File: config.mk
export PLATFORM = sky130hd
export DESIGN_NAME = zbus_cycle_gen_flat
export DESIGN_NICKNAME = d
export VERILOG_FILES = /design/src/rtl/zbus_pkg.sv /design/src/rtl/zbus_cycle_gen_if.sv /design/src/rtl/zbus_halft_ctr.sv /design/src/rtl/zbus_cycle_gen.sv /design/src/flat_wrapper.sv
export SDC_FILE = /design/constraint.sdc
export NUM_CORES = 1
export LEC_CHECK = 0
export BUFFER_PORTS_ARGS = -buffer_cell sky130_fd_sc_hd__buf_2
export CORE_MARGIN = 4
export CORE_UTILIZATION = 50
export DETAILED_ROUTE_END_ITERATION = 10
export PLACE_DENSITY = 0.77
export SLEW_MARGIN = 30
export SYNTH_ARGS = -nofsm -noshare
export SYNTH_HDL_FRONTEND = slang
export SYNTH_SLANG_ARGS = --single-unit
File: constraint.sdc
create_clock -name fclk -period 4.58 [get_ports fclk]
set_input_delay 0.916 -clock fclk [delete_from_list [all_inputs] [get_ports fclk]]
set_output_delay 0.916 -clock fclk [all_outputs]
set_load 0.005 [all_outputs]
File: src/rtl/zbus_pkg.sv
`default_nettype none
// +--------------------------------------------------------------------------+
// | zbus_pkg : shared states, per-cycle-type half-T indices, strobe decode   |
// | Rev 1.0                                                                  |
// +--------------------------------------------------------------------------+
package zbus_pkg;

    typedef enum logic [2:0] {
        ST_IDLE = 3'd0,
        ST_T1   = 3'd1,
        ST_T2   = 3'd2,
        ST_TW   = 3'd3,
        ST_T3   = 3'd4
    } zbus_state_e;

    typedef logic [3:0] halft_t;

    localparam halft_t MEM_HALFTS  = 4'd6;
    localparam halft_t IO_HALFTS   = 4'd8;
    localparam halft_t MEM_STB_ON  = 4'd1;
    localparam halft_t MEM_STB_OFF = 4'd5;
    localparam halft_t MEM_WR_ON   = 4'd3;
    localparam halft_t MEM_WAIT_N  = 4'd3;
    localparam halft_t MEM_LATCH_N = 4'd4;
    localparam halft_t IO_STB_ON   = 4'd2;
    localparam halft_t IO_STB_OFF  = 4'd7;
    localparam halft_t IO_WAIT_N   = 4'd5;
    localparam halft_t IO_LATCH_N  = 4'd6;
    localparam halft_t OE_ON       = 4'd1;

    typedef struct packed {
        logic mreq_n;
        logic iorq_n;
        logic rd_n;
        logic wr_n;
        logic oe;
    } zbus_stb_t;

    localparam zbus_stb_t STB_IDLE = '{mreq_n: 1'b1, iorq_n: 1'b1, rd_n: 1'b1,
                                       wr_n: 1'b1, oe: 1'b0};

    function automatic int unsigned halft_clks(input int unsigned t_clks);
        return t_clks / 2;
    endfunction

    function automatic halft_t last_idx(input logic io);
        return io ? (IO_HALFTS - 4'd1) : (MEM_HALFTS - 4'd1);
    endfunction

    function automatic halft_t wait_idx(input logic io);
        return io ? IO_WAIT_N : MEM_WAIT_N;
    endfunction

    function automatic halft_t latch_idx(input logic io);
        return io ? IO_LATCH_N : MEM_LATCH_N;
    endfunction

    function automatic zbus_stb_t stb_at(input logic io, input logic wr, input halft_t n);
        zbus_stb_t s;
        logic      on;
        s = STB_IDLE;
        if (io) begin
            on       = (n >= IO_STB_ON) && (n < IO_STB_OFF);
            s.iorq_n = !on;
            s.rd_n   = !(on && !wr);
            s.wr_n   = !(on && wr);
        end else begin
            on       = (n >= MEM_STB_ON) && (n < MEM_STB_OFF);
            s.mreq_n = !on;
            s.rd_n   = !(on && !wr);
            s.wr_n   = !(wr && (n >= MEM_WR_ON) && (n < MEM_STB_OFF));
        end
        s.oe = wr && (n >= OE_ON);
        return s;
    endfunction

    // The I/O cycle's built-in wait state occupies n=4..5.
    function automatic zbus_state_e state_at(input logic io, input halft_t n, input logic ins);
        if (ins)                    return ST_TW;
        else if (n < 4'd2)          return ST_T1;
        else if (n < 4'd4)          return ST_T2;
        else if (io && (n < 4'd6))  return ST_TW;
        else                        return ST_T3;
    endfunction

endpackage
`default_nettype wire

File: src/rtl/zbus_cycle_gen_if.sv
`default_nettype none
// +--------------------------------------------------------------------------+
// | zbus_cycle_gen_if : command/response handshake and ZX-bus pin bundle     |
// | Rev 1.0                                                                  |
// +--------------------------------------------------------------------------+
interface zbus_cycle_gen_if;
    logic        cmd_valid;
    logic        cmd_ready;
    logic        cmd_io;
    logic        cmd_wr;
    logic [15:0] cmd_addr;
    logic [7:0]  cmd_wdata;
    logic        rsp_valid;
    logic [7:0]  rsp_rdata;
    logic [15:0] za;
    logic [7:0]  zd_out;
    logic        zd_oe;
    logic [7:0]  zd_in;
    logic        zmreq_n;
    logic        ziorq_n;
    logic        zrd_n;
    logic        zwr_n;
    logic        zwait_n;

    modport master (
        input  cmd_valid, cmd_io, cmd_wr, cmd_addr, cmd_wdata, zd_in, zwait_n,
        output cmd_ready, rsp_valid, rsp_rdata, za, zd_out, zd_oe,
               zmreq_n, ziorq_n, zrd_n, zwr_n
    );

    modport slave (
        output cmd_valid, cmd_io, cmd_wr, cmd_addr, cmd_wdata, zd_in, zwait_n,
        input  cmd_ready, rsp_valid, rsp_rdata, za, zd_out, zd_oe,
               zmreq_n, ziorq_n, zrd_n, zwr_n
    );
endinterface
`default_nettype wire

File: src/rtl/zbus_halft_ctr.sv
`default_nettype none
// +--------------------------------------------------------------------------+
// | zbus_halft_ctr : fclk counter within one half-T, ticks every H fclk      |
// | Rev 1.0                                                                  |
// +--------------------------------------------------------------------------+
module zbus_halft_ctr #(
    parameter int unsigned H = 2
) (
    input  wire logic fclk,
    input  wire logic rst_n,
    input  wire logic clr_i,
    input  wire logic en_i,
    output logic      last_o,
    output logic      nxt_last_o
);
    localparam int unsigned      CW      = (H > 1) ? $clog2(H) : 1;
    localparam logic [CW-1:0]    CNT_MAX = CW'(H - 1);

    logic [CW-1:0] cnt_q;
    logic [CW-1:0] cnt_d;

    always_comb begin
        cnt_d = cnt_q;
        if (clr_i) begin
            cnt_d = '0;
        end else if (en_i) begin
            cnt_d = (cnt_q == CNT_MAX) ? '0 : cnt_q + 1'b1;
        end
    end

    assign last_o = en_i && !clr_i && (cnt_q == CNT_MAX);
    // Lets the owner register an output that must be high exactly on a half-T's final fclk.
    assign nxt_last_o = (cnt_d == CNT_MAX);

    always_ff @(posedge fclk or negedge rst_n) begin
        if (!rst_n) begin
            cnt_q <= '0;
        end else begin
            cnt_q <= cnt_d;
        end
    end
endmodule
`default_nettype wire

File: src/rtl/zbus_cycle_gen.sv
`default_nettype none
// +--------------------------------------------------------------------------+
// | zbus_cycle_gen : Z80-style ZX-bus memory/I-O cycle initiator             |
// | Rev 1.0                                                                  |
// +--------------------------------------------------------------------------+
module zbus_cycle_gen
    import zbus_pkg::*;
#(
    parameter int unsigned T_CLKS = 4
) (
    input  wire logic          fclk,
    input  wire logic          rst_n,
    zbus_cycle_gen_if.master   bus
);
    localparam int unsigned H = halft_clks(T_CLKS);

    zbus_state_e state_q, state_d;
    halft_t      n_q, n_d;
    logic        ins_q, ins_d;
    logic        wt_q, wt_d;
    logic        io_q, io_d;
    logic        wr_q, wr_d;
    logic [15:0] za_q, za_d;
    logic [7:0]  zd_out_q, zd_out_d;
    zbus_stb_t   stb_q, stb_d;
    logic [7:0]  rd_q, rd_d;
    logic        rsp_valid_q, rsp_valid_d;
    logic [7:0]  rsp_rdata_q, rsp_rdata_d;
    logic        cmd_ready_q, cmd_ready_d;

    logic w_accept;
    logic w_last;
    logic w_nxt_last;
    logic w_end;
    logic w_lat;

    assign w_accept = bus.cmd_valid && cmd_ready_q;

    zbus_halft_ctr #(.H(H)) u_halft_ctr (
        .fclk       (fclk),
        .rst_n      (rst_n),
        .clr_i      (w_accept),
        .en_i       (state_q != ST_IDLE),
        .last_o     (w_last),
        .nxt_last_o (w_nxt_last)
    );

    always_comb begin
        n_d   = n_q;
        ins_d = ins_q;
        wt_d  = wt_q;
        io_d  = io_q;
        wr_d  = wr_q;
        w_end = 1'b0;
        w_lat = 1'b0;

        if (state_q == ST_IDLE) begin
            if (w_accept) begin
                n_d   = '0;
                ins_d = 1'b0;
                wt_d  = 1'b0;
                io_d  = bus.cmd_io;
                wr_d  = bus.cmd_wr;
            end
        end else if (w_last) begin
            w_lat = !ins_q && !wr_q && (n_q == latch_idx(io_q));
            if (ins_q) begin
                // n stays parked on the sample index while inserted waits run.
                if (!wt_q) begin
                    wt_d = 1'b1;
                end else if (bus.zwait_n) begin
                    ins_d = 1'b0;
                    wt_d  = 1'b0;
                    n_d   = n_q + 4'd1;
                end else begin
                    wt_d = 1'b0;
                end
            end else if ((n_q == wait_idx(io_q)) && !bus.zwait_n) begin
                ins_d = 1'b1;
                wt_d  = 1'b0;
            end else if (n_q == last_idx(io_q)) begin
                w_end = 1'b1;
                n_d   = '0;
            end else begin
                n_d = n_q + 4'd1;
            end
        end

        if (((state_q == ST_IDLE) && !w_accept) || w_end) begin
            state_d = ST_IDLE;
        end else begin
            state_d = state_at(io_d, n_d, ins_d);
        end
    end

    always_comb begin
        za_d        = za_q;
        zd_out_d    = zd_out_q;
        stb_d       = STB_IDLE;
        rd_d        = w_lat ? bus.zd_in : rd_q;
        cmd_ready_d = (state_q == ST_IDLE) && !w_accept;

        if (w_accept) begin
            za_d = bus.cmd_addr;
            if (bus.cmd_wr) begin
                zd_out_d = bus.cmd_wdata;
            end
        end else if (state_d == ST_IDLE) begin
            za_d = '0;
        end

        if (state_d != ST_IDLE) begin
            stb_d = ins_d ? stb_q : stb_at(io_d, wr_d, n_d);
        end

        rsp_valid_d = (state_q != ST_IDLE) && (state_d != ST_IDLE) && !ins_d &&
                      (n_d == last_idx(io_q)) && w_nxt_last;
        rsp_rdata_d = (rsp_valid_d && !wr_q) ? rd_d : rsp_rdata_q;
    end

    always_ff @(posedge fclk or negedge rst_n) begin
        if (!rst_n) begin
            state_q     <= ST_IDLE;
            n_q         <= '0;
            ins_q       <= 1'b0;
            wt_q        <= 1'b0;
            io_q        <= 1'b0;
            wr_q        <= 1'b0;
            za_q        <= '0;
            zd_out_q    <= '0;
            stb_q       <= STB_IDLE;
            rd_q        <= '0;
            rsp_valid_q <= 1'b0;
            rsp_rdata_q <= '0;
            cmd_ready_q <= 1'b1;
        end else begin
            state_q     <= state_d;
            n_q         <= n_d;
            ins_q       <= ins_d;
            wt_q        <= wt_d;
            io_q        <= io_d;
            wr_q        <= wr_d;
            za_q        <= za_d;
            zd_out_q    <= zd_out_d;
            stb_q       <= stb_d;
            rd_q        <= rd_d;
            rsp_valid_q <= rsp_valid_d;
            rsp_rdata_q <= rsp_rdata_d;
            cmd_ready_q <= cmd_ready_d;
        end
    end

    assign bus.cmd_ready = cmd_ready_q;
    assign bus.rsp_valid = rsp_valid_q;
    assign bus.rsp_rdata = rsp_rdata_q;
    assign bus.za        = za_q;
    assign bus.zd_out    = zd_out_q;
    assign bus.zd_oe     = stb_q.oe;
    assign bus.zmreq_n   = stb_q.mreq_n;
    assign bus.ziorq_n   = stb_q.iorq_n;
    assign bus.zrd_n     = stb_q.rd_n;
    assign bus.zwr_n     = stb_q.wr_n;
endmodule
`default_nettype wire

File: src/flat_wrapper.sv
// flat-port wrapper written by rule: the top's interface ports become plain ports
module zbus_cycle_gen_flat import zbus_pkg::*;
#(
    parameter int unsigned T_CLKS = 4
)
  (fclk, rst_n, bus_cmd_valid, bus_cmd_io, bus_cmd_wr, bus_cmd_addr, bus_cmd_wdata, bus_zd_in, bus_zwait_n, bus_cmd_ready, bus_rsp_valid, bus_rsp_rdata, bus_za, bus_zd_out, bus_zd_oe, bus_zmreq_n, bus_ziorq_n, bus_zrd_n, bus_zwr_n);
  zbus_cycle_gen_if bus_i ();
  input  wire logic fclk;
  input  wire logic rst_n;
  input wire logic [$bits(bus_i.cmd_valid)-1:0] bus_cmd_valid;
  input wire logic [$bits(bus_i.cmd_io)-1:0] bus_cmd_io;
  input wire logic [$bits(bus_i.cmd_wr)-1:0] bus_cmd_wr;
  input wire logic [$bits(bus_i.cmd_addr)-1:0] bus_cmd_addr;
  input wire logic [$bits(bus_i.cmd_wdata)-1:0] bus_cmd_wdata;
  input wire logic [$bits(bus_i.zd_in)-1:0] bus_zd_in;
  input wire logic [$bits(bus_i.zwait_n)-1:0] bus_zwait_n;
  output wire logic [$bits(bus_i.cmd_ready)-1:0] bus_cmd_ready;
  output wire logic [$bits(bus_i.rsp_valid)-1:0] bus_rsp_valid;
  output wire logic [$bits(bus_i.rsp_rdata)-1:0] bus_rsp_rdata;
  output wire logic [$bits(bus_i.za)-1:0] bus_za;
  output wire logic [$bits(bus_i.zd_out)-1:0] bus_zd_out;
  output wire logic [$bits(bus_i.zd_oe)-1:0] bus_zd_oe;
  output wire logic [$bits(bus_i.zmreq_n)-1:0] bus_zmreq_n;
  output wire logic [$bits(bus_i.ziorq_n)-1:0] bus_ziorq_n;
  output wire logic [$bits(bus_i.zrd_n)-1:0] bus_zrd_n;
  output wire logic [$bits(bus_i.zwr_n)-1:0] bus_zwr_n;
  assign bus_i.cmd_valid = bus_cmd_valid;
  assign bus_i.cmd_io = bus_cmd_io;
  assign bus_i.cmd_wr = bus_cmd_wr;
  assign bus_i.cmd_addr = bus_cmd_addr;
  assign bus_i.cmd_wdata = bus_cmd_wdata;
  assign bus_i.zd_in = bus_zd_in;
  assign bus_i.zwait_n = bus_zwait_n;
  assign bus_cmd_ready = bus_i.cmd_ready;
  assign bus_rsp_valid = bus_i.rsp_valid;
  assign bus_rsp_rdata = bus_i.rsp_rdata;
  assign bus_za = bus_i.za;
  assign bus_zd_out = bus_i.zd_out;
  assign bus_zd_oe = bus_i.zd_oe;
  assign bus_zmreq_n = bus_i.zmreq_n;
  assign bus_ziorq_n = bus_i.ziorq_n;
  assign bus_zrd_n = bus_i.zrd_n;
  assign bus_zwr_n = bus_i.zwr_n;
  zbus_cycle_gen #(.T_CLKS(T_CLKS)) u_core (.fclk(fclk), .rst_n(rst_n), .bus(bus_i));
endmodule
Word level (Yosys, flattened, before mapping)
Index checks and enable logic that the tools add are counted.
Widths: inputs -> output; s select.
{"block": "classes", "n_reduce_logical": 43, "add_sub_neg": 2, "order_cmp": 8, "n_mux": 51, "n_eq_ne": 6}
{"operator": "$mux 16", "n": 2}
{"operator": "$mux 4", "n": 8}
{"operator": "$mux 1", "n": 29}
{"operator": "$logic_and 1x1->1", "n": 21}
{"operator": "$mux 3", "n": 6}
{"operator": "$lt 4x3->1 const B", "n": 4}
{"operator": "$eq 4x4->1", "n": 3}
{"operator": "$logic_not 1->1", "n": 12}
{"operator": "$mux 5", "n": 2}
{"operator": "$reduce_bool 3->1", "n": 3}
{"operator": "$ge 4x2->1 const B", "n": 2}
{"operator": "$mux 8", "n": 1}
{"operator": "$logic_not 3->1", "n": 2}
{"operator": "$mux 2", "n": 3}
{"operator": "$add 4x1->4 const B", "n": 1}
{"operator": "$eq 4x3->1", "n": 1}
{"operator": "$ge 4x1->1 const B", "n": 1}
{"operator": "$lt 4x2->1 const B", "n": 1}
{"operator": "$reduce_bool 2->1", "n": 2}
{"operator": "$reduce_and 3->1", "n": 1}
{"operator": "$ne 2x1->1 const B", "n": 1}
{"operator": "$ne 2x2->1 const B", "n": 1}
{"operator": "$reduce_and 2->1", "n": 1}
{"operator": "$add 1x1->1 const B", "n": 1}
{"operator": "$logic_or 1x1->1", "n": 1}
{"block": "word_totals", "wordCells": 128, "regBits": 59, "output_inout_bits": 39, "inputBits": 38}

Logic depth before layout (Yosys ltp)
Gate-level depths: netlist (run 1).
{"block": "depth", "depth_word": 20, "ltp_mapped": 8, "depth_no_buf": 8}

Cells and area by module
Synthesis (run 1) repeated with hierarchy kept, for this count alone.
{"block": "hier_totals", "hier_cells": 249, "area_unflattened_um2": 2736.4}
{"module": "zbus_cycle_gen", "seq_area_each_um2": 1457.6, "cells_per_inst": 244, "n_inst": 1, "area_per_inst_um2": 2691.3}
{"module": "zbus_halft_ctr", "seq_area_each_um2": 25.0, "cells_per_inst": 5, "n_inst": 1, "area_per_inst_um2": 45.0}

Worst setup path before layout (run 1)
OpenSTA, ideal clock, no wires.
{"block": "synth_timing", "path_kind": "input -> register", "from": "input bus_cmd_valid", "to": "register u_core.rsp_rdata_q[0], in the netlist u_core.bus.rsp_rdata[0]", "cell_stages": 6, "path_buffers": 0, "setup_time_ps": 125, "setup_slack_ps": 1817, "arrival_time_ps": 2638, "required_time_ps": 4455, "path_cell_list": "a21boi_2 -> nand3_1 -> or3_1 -> o21a_4 -> nor4_4 -> mux2_2"}
{"block": "synth_between", "elab_chain_len": 19, "word_cells_on_any_way": 37, "classes_between": "order compare (3); eq/ne (1); mux (19); reduce/logical (14)"}
{"element": "start: declaration", "line_no": "flat_wrapper.sv:10", "text": "input wire logic [$bits(bus_i.cmd_valid)-1:0] bus_cmd_valid;"}
{"element": "$logic_and 1x1->1 *", "line_no": "zbus_cycle_gen.sv:37", "text": "assign w_accept = bus.cmd_valid && cmd_ready_q;"}
{"element": "$logic_not 1->1", "line_no": "zbus_halft_ctr.sv:31, zbus_cycle_gen.sv:89"}
{"element": "$logic_and 1x1->1 (2 in a row)", "line_no": "zbus_halft_ctr.sv:31", "text": "assign last_o = en_i && !clr_i && (cnt_q == CNT_MAX);"}
{"element": "$mux 4", "line_no": "zbus_cycle_gen.sv:65", "text": "end else if (w_last) begin"}
{"element": "$mux 4", "line_no": "zbus_cycle_gen.sv:57", "text": "if (state_q == ST_IDLE) begin"}
{"element": "$lt 4x3->1", "line_no": "zbus_pkg.sv:82", "text": "else if (io && (n < 4'd6)) return ST_TW;"}
{"element": "$logic_and 1x1->1", "line_no": "zbus_pkg.sv:82"}
{"element": "$mux 3", "line_no": "zbus_pkg.sv:82"}
{"element": "$mux 3", "line_no": "zbus_pkg.sv:81", "text": "else if (n < 4'd4) return ST_T2;"}
{"element": "$mux 3", "line_no": "zbus_pkg.sv:80", "text": "else if (n < 4'd2) return ST_T1;"}
{"element": "$mux 3", "line_no": "zbus_pkg.sv:79", "text": "if (ins) return ST_TW;"}
{"element": "$mux 3", "line_no": "zbus_cycle_gen.sv:89", "text": "if (((state_q == ST_IDLE) && !w_accept) || w_end) begin"}
{"element": "$reduce_bool 3->1", "line_no": "zbus_cycle_gen.sv:116", "text": "rsp_valid_d = (state_q != ST_IDLE) && (state_d != ST_IDLE) && !ins_d &&"}
{"element": "$logic_and 1x1->1 (3 in a row)", "line_no": "zbus_cycle_gen.sv:116"}
{"element": "$logic_and 1x1->1", "line_no": "zbus_cycle_gen.sv:117", "text": "(n_d == last_idx(io_q)) && w_nxt_last;"}
{"element": "$logic_and 1x1->1", "line_no": "zbus_cycle_gen.sv:118", "text": "rsp_rdata_d = (rsp_valid_d && !wr_q) ? rd_d : rsp_rdata_q;"}
{"element": "end signal: assignment", "line_no": "zbus_cycle_gen.sv:148", "text": "rsp_rdata_q <= rsp_rdata_d;"}
{"element": "end: declaration", "line_no": "zbus_cycle_gen.sv:28", "text": "logic [7:0] rsp_rdata_q, rsp_rdata_d;"}
Every way passes the cells marked *; elsewhere a longest branch is shown, timed or not.
A chain may end at the register's enable or synchronous reset.

Worst setup path in the final report (run 1)
{"block": "layout_timing", "from": "input bus_cmd_valid", "to": "register u_core.rsp_rdata_q[0], in the netlist u_core.bus.rsp_rdata[0]"}
{"block": "layout_between", "elab_chain_len": 19, "word_cells_on_any_way": 37, "classes_between": "order compare (3); eq/ne (1); mux (19); reduce/logical (14)"}
{"element": "$logic_and 1x1->1 *", "line_no": "zbus_cycle_gen.sv:37"}
{"element": "$logic_not 1->1", "line_no": "zbus_halft_ctr.sv:31"}
{"element": "$logic_and 1x1->1 (2 in a row)", "line_no": "zbus_halft_ctr.sv:31"}
{"element": "$mux 4", "line_no": "zbus_cycle_gen.sv:65"}
{"element": "$mux 4 *", "line_no": "zbus_cycle_gen.sv:57"}
{"element": "via u_core.n_d[0]", "line_no": "zbus_cycle_gen.sv:18", "text": "halft_t n_q, n_d;"}
{"element": "$lt 4x3->1", "line_no": "zbus_pkg.sv:82"}
{"element": "$logic_and 1x1->1", "line_no": "zbus_pkg.sv:82"}
{"element": "[... 2 more ...]"}
{"element": "$mux 3", "line_no": "zbus_pkg.sv:80"}
{"element": "$mux 3", "line_no": "zbus_pkg.sv:79"}
{"element": "$mux 3", "line_no": "zbus_cycle_gen.sv:89"}
{"element": "$reduce_bool 3->1", "line_no": "zbus_cycle_gen.sv:116"}
{"element": "$logic_and 1x1->1 (2 in a row)", "line_no": "zbus_cycle_gen.sv:116"}
{"element": "$logic_and 1x1->1 *", "line_no": "zbus_cycle_gen.sv:116"}
{"element": "$logic_and 1x1->1 *", "line_no": "zbus_cycle_gen.sv:117"}
{"element": "$logic_and 1x1->1 *", "line_no": "zbus_cycle_gen.sv:118"}
Mark *: on every way through the listed nets, which the timed path passes. The rest lies on a longest branch.

==> flow_summary_export.csv, run 1 <==
group,metric,value,unit
yosys,postSynthCellCount,249,
yosys,netlist_area,2760,um^2
cells_and_area,final_common_cell,"buf_2",
sta,rsz0062_at_grt,"false",
cells_and_area,mostFrequentLayoutCells,"buf_2 (76), dfrtp_1 (54), nand2_1 (40)",
yosys,ys_seq_area_frac,0.536,
sta,drv_slew,0,
clock_network,clockBufferDepth,2,
outcome,outcome,"complete, no violations",
cells_and_area,nets,368,
floorplan,die_x,82.4,um
yosys,yosys_warnings,0,
yosys,ys.flop_type,"dfrtp_1",
routing,drtIter0Drc,226,
clock_network,tritoncts,"done",
sta,worst_pin_slew,0.743,ns
cells_and_area,syn_to_final_growth,23.5,%
critical_path,worstRegToRegCells,6,
yosys,postSynthAreaPerCell,11.1,um^2
flow_run,drv_cap,0,
yosys,synth-edff-count,0,
critical_path,critPathCapture,"u_core.bus.rsp_rdata[0]$_DFFE_PN0P_",
yosys,synth_cell_type_count,62,
sta,finClkSkew,0.00767,ns
clock_network,clock_latency,0.34,ns
min_path,worstHoldStart,"u_core.rd_q[1]$_DFF_PN0_",
critical_path,criticalPathCategory,"input pin to register",
global_route,grt_use_total,0.215,
sta,setup_viol,0,
global_route,grt_max_degree,60,
floorplan,core,5240,um^2
sta,timing.final.crit_period,2.96,ns
sta,fmax,0.338,GHz
placed_design,numPortBuffers,76,
clock_network,hold_buffers,0,
clock_network,cts_buffers,9,
critical_path,r2r-end,"u_core.bus.rsp_rdata[0]$_DFFE_PN0P_",
global_route,grt_first_pass_wirelength,10.9,mm
pwr,ir_drop,0.372,mV
pwr,cellPowerDensity,712,nW/um^2
routing,ant_nets,0,
clock_network,cts.clk_slew.worst_paths,0.06,ns
routing,wirelength,6.68,mm
sta,slew_headroom,0.504,
placed_design,gp_congestion,0.895,
clock_network,h-tree-depth,3,
cells_and_area,drive_gt1_frac,0.413,
pwr,fin_total_pwr,2.43,mW
placed_design,hpwl,4.73,mm
clock_network,cts_root_buf,"clkbuf_8",
sta,tns,0,ns
min_path,hold_path_class,"register to register",
critical_path,crit_fanout,19,
floorplan,ios,77,
sta,finalCritPeriodShare,0.646,
yosys,syn-num-nets,288,
sta,hold_viol,0,
pwr,p_leak,1.69,nW
routing,wl_per_cell,16.5,um
yosys,async_reset_ff_frac,1.00,
critical_path,cp-end-kind,"register",
critical_path,startpoint,"bus_cmd_valid",
global_route,antenna_found_initial,0,
floorplan,rows,26,
critical_path,reg2reg_from,"u_core.n_q[2]$_DFF_PN0_",
critical_path,r2r_slack,1.85,ns
routing,route.detailed.drc,0,
global_route,overflow,0,
global_route,grt_pass1_vias,2301,
critical_path,required,4.80,ns
routing,vias_per_cell,5.68,
floorplan,initial_core_util,0.528,
clock_network,clock_sinks,59,
floorplan,dieHeight,82.4,um
routing,vias,2295,
critical_path,cp-start-kind,"input pin",
clock_network,ctsResizeCount,0,
cells_and_area,antenna_cells,0,
yosys,synth-seq-cells,59,
critical_path,worstPathArrival,3.18,ns
routing,dr.pass1.iters,4,
floorplan,die-area,6780,um^2
clock_network,cts_setup_buffers,0,
[how the worst min path moves through the flow]
stage | depth (start not counted) | endpoint | slack, ns
finish | 1 | u_core.rd_q[1]$_DFF_PN0_ | 0.50
global route | 1 | u_core.rd_q[5]$_DFF_PN0_ | 0.52
CTS | 1 | u_core.rd_q[1]$_DFF_PN0_ | 0.50
detailed placement | 1 | u_core.rd_q[1]$_DFF_PN0_ | 0.49
global placement | 1 | u_core.rd_q[4]$_DFF_PN0_ | 0.48
floorplan | 1 | u_core.rd_q[0]$_DFF_PN0_ | 0.47
[logic make-up (layout without fill, tap and decap cells)]
family                   Yosys count  after routing  share of synthesized area
XOR/XNOR                           3              3                    0.00951
AND/OR/NAND/NOR                   80             80                      0.151
adder cells (fa/ha/maj)            1              1                    0.00453
AO/OA/AOI/OAI                     62             62                      0.162
flip-flops                        59             59                      0.536
multiplexers                      26             26                      0.105
buffers and inverters             18            103                     0.0317
[power breakdown]
part / internal [mW] / switching, mW
Sequential: 0.737 / 0.153
Clock: 0.294 / 0.203
Combinational: 0.440 / 0.603
[worst max-delay path, stage by stage]
cell,delay [ns]
buf_2,0.12
nand2_1,0.45
a21oi_1,0.22
a211oi_4,0.42
nand3_2,0.18
nor4_4,0.47
mux2_2,0.41
[cell type report]
cell class / instances / area (um^2)
fillers: 419 / 1820
flip-flops and latches: 59 / 1480
multi-input cells: 172 / 1190
repair buffers: 80 / 410
clock buffers: 12 / 165
well taps: 70 / 87.6
clock inverters: 4 / 47.5
inverters: 7 / 26.3
[synthesized netlist by cell type, drive strengths merged (3+ instances only)]
master | count | area, um^2
dfrtp | 54 | 1350
a211o | 3 | 27.5
inv | 7 | 26.3
nand2 | 40 | 150
buf | 5 | 38.8
nor4 | 3 | 33.8
mux2 | 24 | 270
o21ai | 22 | 110
a21oi | 7 | 35.0
dfstp | 5 | 131
clkbuf | 6 | 22.5
nor3 | 7 | 40.0
nand3 | 3 | 20.0
a31oi | 6 | 37.5
nor2 | 9 | 33.8
[layer usage]
metal  vias up  part of all wire  wire [um]  track usage
li1       1061                 -          -            -
met1      1115              0.42       2790        0.287
met2       104              0.49       3240        0.317
met3        15             0.073        489       0.0553
met4         0             0.025        164        0.120
met5         -                 0          0            0
[per-stage QoR]
stage          instances  hold slack (ns)  instance area, um^2  worst slack [ns]   util
2_1_floorplan        249            0.468                 2760              1.82      -
3_3_place_gp         388            0.480                 3200              1.39  0.611
3_5_place_dp         388            0.486                 3200              1.25  0.611
4_1_cts              404            0.501                 3410              1.65  0.652
5_1_grt              404            0.517                 3410              1.47  0.652
6_report             404            0.498                 3410              1.62  0.652
[sequential cells by signal, summed over array words and instances, names as in the netlist, 3 cells and up]
signal / cells
u_core.bus.za: 16
u_core.bus.rsp_rdata: 8
u_core.bus.zd_out: 8
u_core.rd_q: 8
u_core.n_q: 4
u_core.state_q: 3
(Power assumes the default switching activity.)
==> run 2, diff against run 1 <==
==> constraint.sdc (replaced) <==
create_clock -name fclk -period 2.8 [get_ports fclk]
set_input_delay 0.56 -clock fclk [delete_from_list [all_inputs] [get_ports fclk]]
set_output_delay 0.56 -clock fclk [all_outputs]
set_load 0.005 [all_outputs]
==> run 2 against run 1 <==
Sequential share of layout area shrank 0.55 points. Wire length increased by 3.2%. Combinational power is 75% higher. First-iteration DRC count fell by 8.0%. Sequential cell count unchanged.
==> flow_summary_export.csv, run 2 (same netlist as run 1, synthesis figures left out) <==
group,metric,value,unit
outcome,outcome,"complete, no violations",
flow_run,drv_cap,0,
critical_path,cp-start-kind,"register",
sta,drv_slew,0,
cells_and_area,largest_register_ffs,16,
floorplan,ios,77,
pwr,cellPowerDensity,1160,nW/um^2
sta,hold_ws,0.370,ns
critical_path,reg2reg_from,"u_core.io_q$_DFF_PN0_",
pwr,fin_total_pwr,4.02,mW
sta,worst_pin_slew,0.714,ns
placed_design,gp_congestion,0.896,
floorplan,die_x,82.4,um
sta,fmax,0.402,GHz
critical_path,criticalPathCategory,"register to register",
cells_and_area,regArea,1480,um^2
global_route,grt_first_pass_wirelength,11.2,mm
floorplan,rows,26,
cells_and_area,drive_gt1_frac,0.419,
clock_network,cts_buffers,9,
clock_network,clock_latency,0.33,ns
sta,timing.final.crit_period,2.49,ns
critical_path,required,3.02,ns
cells_and_area,antenna_cells,0,
routing,wirelength,6.89,mm
floorplan,dieHeight,82.4,um
placed_design,numPortBuffers,76,
sta,setup_viol,0,
critical_path,worstPathArrival,2.70,ns
placed_design,hpwl,4.95,mm
cells_and_area,syn_to_final_growth,25.1,%
cells_and_area,fillerInstances,417,
cells_and_area,multi_input_area,1190,um^2
clock_network,h-tree-depth,3,
clock_network,cts.clk_slew.worst_paths,0.07,ns
clock_network,ctsResizeCount,0,
cells_and_area,nets,376,
global_route,antenna_found_initial,0,
sta,tns,0,ns
routing,ant_nets,0,
clock_network,hold_buffers,0,
routing,vias_per_cell,5.61,
global_route,grt_use_total,0.220,
sta,slew_headroom,0.524,
clock_network,cts_root_buf,"clkbuf_8",
routing,dr.pass1.iters,6,
routing,route.detailed.drc,0,
min_path,hold_path_class,"input pin to async pin",
floorplan,die-area,6780,um^2
critical_path,crit_fanout,8,
sta,hold_viol,0,
floorplan,core,5240,um^2
clock_network,clockBufferDepth,2,
clock_network,cts_setup_buffers,0,
critical_path,cp-end-kind,"register",
cells_and_area,final_common_cell,"buf_2",
floorplan,initial_core_util,0.528,
cells_and_area,mostFrequentLayoutCells,"buf_2 (76), dfrtp_1 (54), nand2_1 (40)",
routing,vias,2304,
sta,finalCritPeriodShare,0.888,
critical_path,r2r_slack,0.31,ns
sta,finClkSkew,0.0149,ns
pwr,ir_drop,0.545,mV
routing,drtIter0Drc,208,
global_route,grt_pass1_vias,2362,
routing,wl_per_cell,16.8,um
sta,rsz0062_at_grt,"false",
global_route,grt_max_degree,60,
pwr,p_leak,1.71,nW
critical_path,worstRegToRegCells,7,
global_route,overflow,0,
critical_path,r2r-end,"u_core.bus.rsp_rdata[3]$_DFFE_PN0P_",
clock_network,tritoncts,"done",
clock_network,clock_sinks,59,
run 2: cell count changes in the layout (fill, tap and decap cells not counted):
cell	before	now
buf_4	4	12
clkbuf_8	12	11
clkbuf_1	0	2
clkinv_2	2	0
run 2: worst max path at each step:
stage / from / endpoint / slack, ns
after floorplan: bus_cmd_valid / u_core.bus.rsp_rdata[0]$_DFFE_PN0P_ / 0.39
after global placement: bus_cmd_valid / u_core.bus.rsp_rdata[6]$_DFFE_PN0P_ / 0.22
after detailed placement: bus_cmd_valid / u_core.bus.rsp_rdata[3]$_DFFE_PN0P_ / 0.16
after CTS: u_core.io_q$_DFF_PN0_ / u_core.bus.rsp_rdata[3]$_DFFE_PN0P_ / 0.33
after global routing: u_core.n_q[2]$_DFF_PN0_ / u_core.bus.rsp_rdata[3]$_DFFE_PN0P_ / 0.23
final: u_core.io_q$_DFF_PN0_ / u_core.bus.rsp_rdata[3]$_DFFE_PN0P_ / 0.31
run 2: metal layers:
layer	vias up	GRT usage	part of all wire
met5	-	0	0
met4	0	0.103	0.011
met3	10	0.0542	0.070
met2	99	0.360	0.51
met1	1119	0.274	0.41
li1	1076	-	-
run 2: power by group:
group / leakage [nW] / total, mW / switching [mW] / internal, mW
Combinational: 0.858 / 1.82 / 1.03 / 0.784
Clock: 0.0957 / 0.772 / 0.317 / 0.456
Sequential: 0.760 / 1.43 / 0.220 / 1.21
run 2: per-stage QoR:
step	area, um^2	instances	util	setup slack [ns]
floorplan	2760	249	-	0.393
finish	3460	411	0.660	0.314
global placement	3260	396	0.623	0.222
detailed placement	3260	396	0.623	0.159
global route	3460	411	0.660	0.227
CTS	3460	411	0.660	0.325
run 2: critical path, stage by stage, from the launching register on:
cell and delay (ns):
dfrtp_1 0.48, and3b_1 0.24, o211a_1 0.29, or3_1 0.43, o21a_4 0.17, nor4_4 0.20, buf_4 0.21, mux2_2 0.35
run 2: final cells by class:
class / count / share of cell area
multi-input cells: 172 / 0.345
clock buffers: 13 / 0.0460
inverters: 7 / 0.00760
clock inverters: 2 / 0.0109
flip-flops and latches: 59 / 0.429
repair buffers: 88 / 0.136
well taps: 70 / 0.0253
==> run 3, diff against run 2 <==
--- a/config.mk
+++ b/config.mk
@@ -7,9 +7,9 @@
 export LEC_CHECK = 0
 export BUFFER_PORTS_ARGS = -buffer_cell sky130_fd_sc_hd__buf_2
 export CORE_MARGIN = 4
-export CORE_UTILIZATION = 50
+export CORE_UTILIZATION = 52
 export DETAILED_ROUTE_END_ITERATION = 10
-export PLACE_DENSITY = 0.77
+export PLACE_DENSITY = 0.8
 export SLEW_MARGIN = 30
 export SYNTH_ARGS = -nofsm -noshare
 export SYNTH_HDL_FRONTEND = slang
==> run 3 against run 2 <==
Core utilization up 1.2 points. Register-to-register slack worse by 0.04 ns. Global-route usage up 0.50 points. Combinational power up 2%. Largest cell class unchanged.
==> flow_summary_export.csv, run 3 (same netlist as run 1, synthesis figures left out) <==
group,metric,value,unit
global_route,overflow,0,
clock_network,clock_sinks,59,
cells_and_area,mostFrequentLayoutCells,"buf_2 (76), dfrtp_1 (54), nand2_1 (40)",
floorplan,core,5140,um^2
sta,finalCritPeriodShare,0.901,
routing,vias_per_cell,5.64,
critical_path,startpoint,"u_core.n_q[1]$_DFF_PN0_",
pwr,p_leak,1.72,nW
sta,timing.final.crit_period,2.52,ns
routing,vias,2341,
floorplan,die_x,80.9,um
global_route,grt_use_total,0.225,
clock_network,cts_setup_buffers,0,
critical_path,cp-start-kind,"register",
pwr,ir_drop,0.637,mV
critical_path,worstPathArrival,2.74,ns
critical_path,criticalPathCategory,"register to register",
sta,setup_viol,0,
critical_path,cp-end-kind,"register",
cells_and_area,nets,379,
sta,rsz0062_at_grt,"false",
floorplan,dieHeight,80.9,um
pwr,cellPowerDensity,1140,nW/um^2
sta,tns,0,ns
cells_and_area,drive_gt1_frac,0.426,
min_path,hold_path_class,"input pin to async pin",
floorplan,initial_core_util,0.538,
sta,setup_ws,0.277,ns
global_route,grt_pass1_vias,2277,
cells_and_area,multi_input_area,1200,um^2
routing,route.detailed.drc,0,
clock_network,hold_buffers,0,
clock_network,clock_latency,0.34,ns
pwr,fin_total_pwr,3.95,mW
sta,drv_slew,0,
floorplan,die-area,6550,um^2
clock_network,tritoncts,"done",
placed_design,hpwl,4.76,mm
routing,drtIter0Drc,361,
global_route,grt_max_degree,60,
cells_and_area,stdcell_area,3450,um^2
routing,dr.pass1.iters,5,
cells_and_area,finish.utilization,0.672,
flow_run,drv_cap,0,
clock_network,cts.clk_slew.worst_paths,0.07,ns
routing,ant_nets,0,
critical_path,reg2reg_from,"u_core.n_q[1]$_DFF_PN0_",
cells_and_area,final_common_cell,"buf_2",
cells_and_area,regArea,1480,um^2
sta,hold_viol,0,
clock_network,clockBufferDepth,2,
floorplan,rows,26,
clock_network,h-tree-depth,3,
cells_and_area,syn_to_final_growth,24.9,%
sta,finClkSkew,0.00956,ns
outcome,outcome,"complete, no violations",
cells_and_area,fillerInstances,414,
placed_design,gp_congestion,0.966,
critical_path,required,3.01,ns
sta,fmax,0.396,GHz
cells_and_area,largest_register_ffs,16,
cells_and_area,antenna_cells,0,
sta,slew_headroom,0.507,
clock_network,ctsResizeCount,0,
sta,worst_pin_slew,0.739,ns
critical_path,crit_fanout,8,
placed_design,place_ws,0.185,ns
routing,wirelength,6.80,mm
global_route,grt_first_pass_wirelength,11.3,mm
clock_network,cts_root_buf,"clkbuf_8",
placed_design,numPortBuffers,76,
placed_design,place_area,3290,um^2
routing,wl_per_cell,16.4,um
floorplan,ios,77,
clock_network,cts_buffers,9,
global_route,antenna_found_initial,0,
## run 3: cell count changes in the layout (fill, tap and decap cells not counted)
cell / change
buf_4: +3
clkinv_2: +3
bufinv_16: -1
clkbuf_1: +1
clkbuf_8: -1
clkinvlp_4: -1
nor4bb_1: -1
nor4bb_2: +1
## run 3: metal layers
metal  GRT usage  vias up  share of wire
li1            -     1088              -
met1       0.296     1104           0.43
met2       0.361      120           0.48
met3      0.0565       29          0.075
met4      0.0845        0          0.023
met5           0        -              0
## run 3: final timing paths
check | to | slack, ns | depth (start not counted)
min in group fclk | u_core.bus.za[6]$_DFFE_PN0P_ | 0.42 | 3
max in group asynchronous | u_core.rd_q[0]$_DFF_PN0_ | 1.94 | 2
max reg2reg | u_core.bus.rsp_rdata[4]$_DFFE_PN0P_ | 0.28 | 7
min | u_core.bus.rsp_rdata[1]$_DFFE_PN0P_ | 0.37 | 2
min reg2reg | u_core.rd_q[2]$_DFF_PN0_ | 0.49 | 1
max | u_core.bus.rsp_rdata[4]$_DFFE_PN0P_ | 0.28 | 7
## run 3: critical path, cell delays in order (launching register included)
cell and delay (ns):
dfrtp_1 0.49, and3b_1 0.23, o211a_1 0.29, or3_1 0.44, o21a_4 0.18, nor4_4 0.21, buf_4 0.21, mux2_2 0.35
## run 3: area by class of cell
| cell class | count | area share |
|---|---|---|
| Clock buffer | 13 | 0.0431 |
| Multi-Input combinational cell | 172 | 0.347 |
| Tap cell | 70 | 0.0254 |
| Sequential cell | 59 | 0.429 |
| Timing Repair Buffer | 91 | 0.143 |
| Clock inverter | 3 | 0.00435 |
| Inverter | 7 | 0.00761 |
## run 3: through the flow
| stage | hold slack, ns | instances |
|---|---|---|
| 3_5_place_dp | 0.481 | 399 |
| 2_1_floorplan | 0.264 | 249 |
| 4_1_cts | 0.400 | 415 |
| 6_report | 0.367 | 415 |
| 5_1_grt | 0.421 | 415 |
| 3_3_place_gp | 0.479 | 399 |
## run 3: report_power, final
| part | internal [mW] | switching (mW) |
|---|---|---|
| Combinational | 0.815 | 1.05 |
| Sequential | 1.21 | 0.214 |
| Clock | 0.342 | 0.324 |
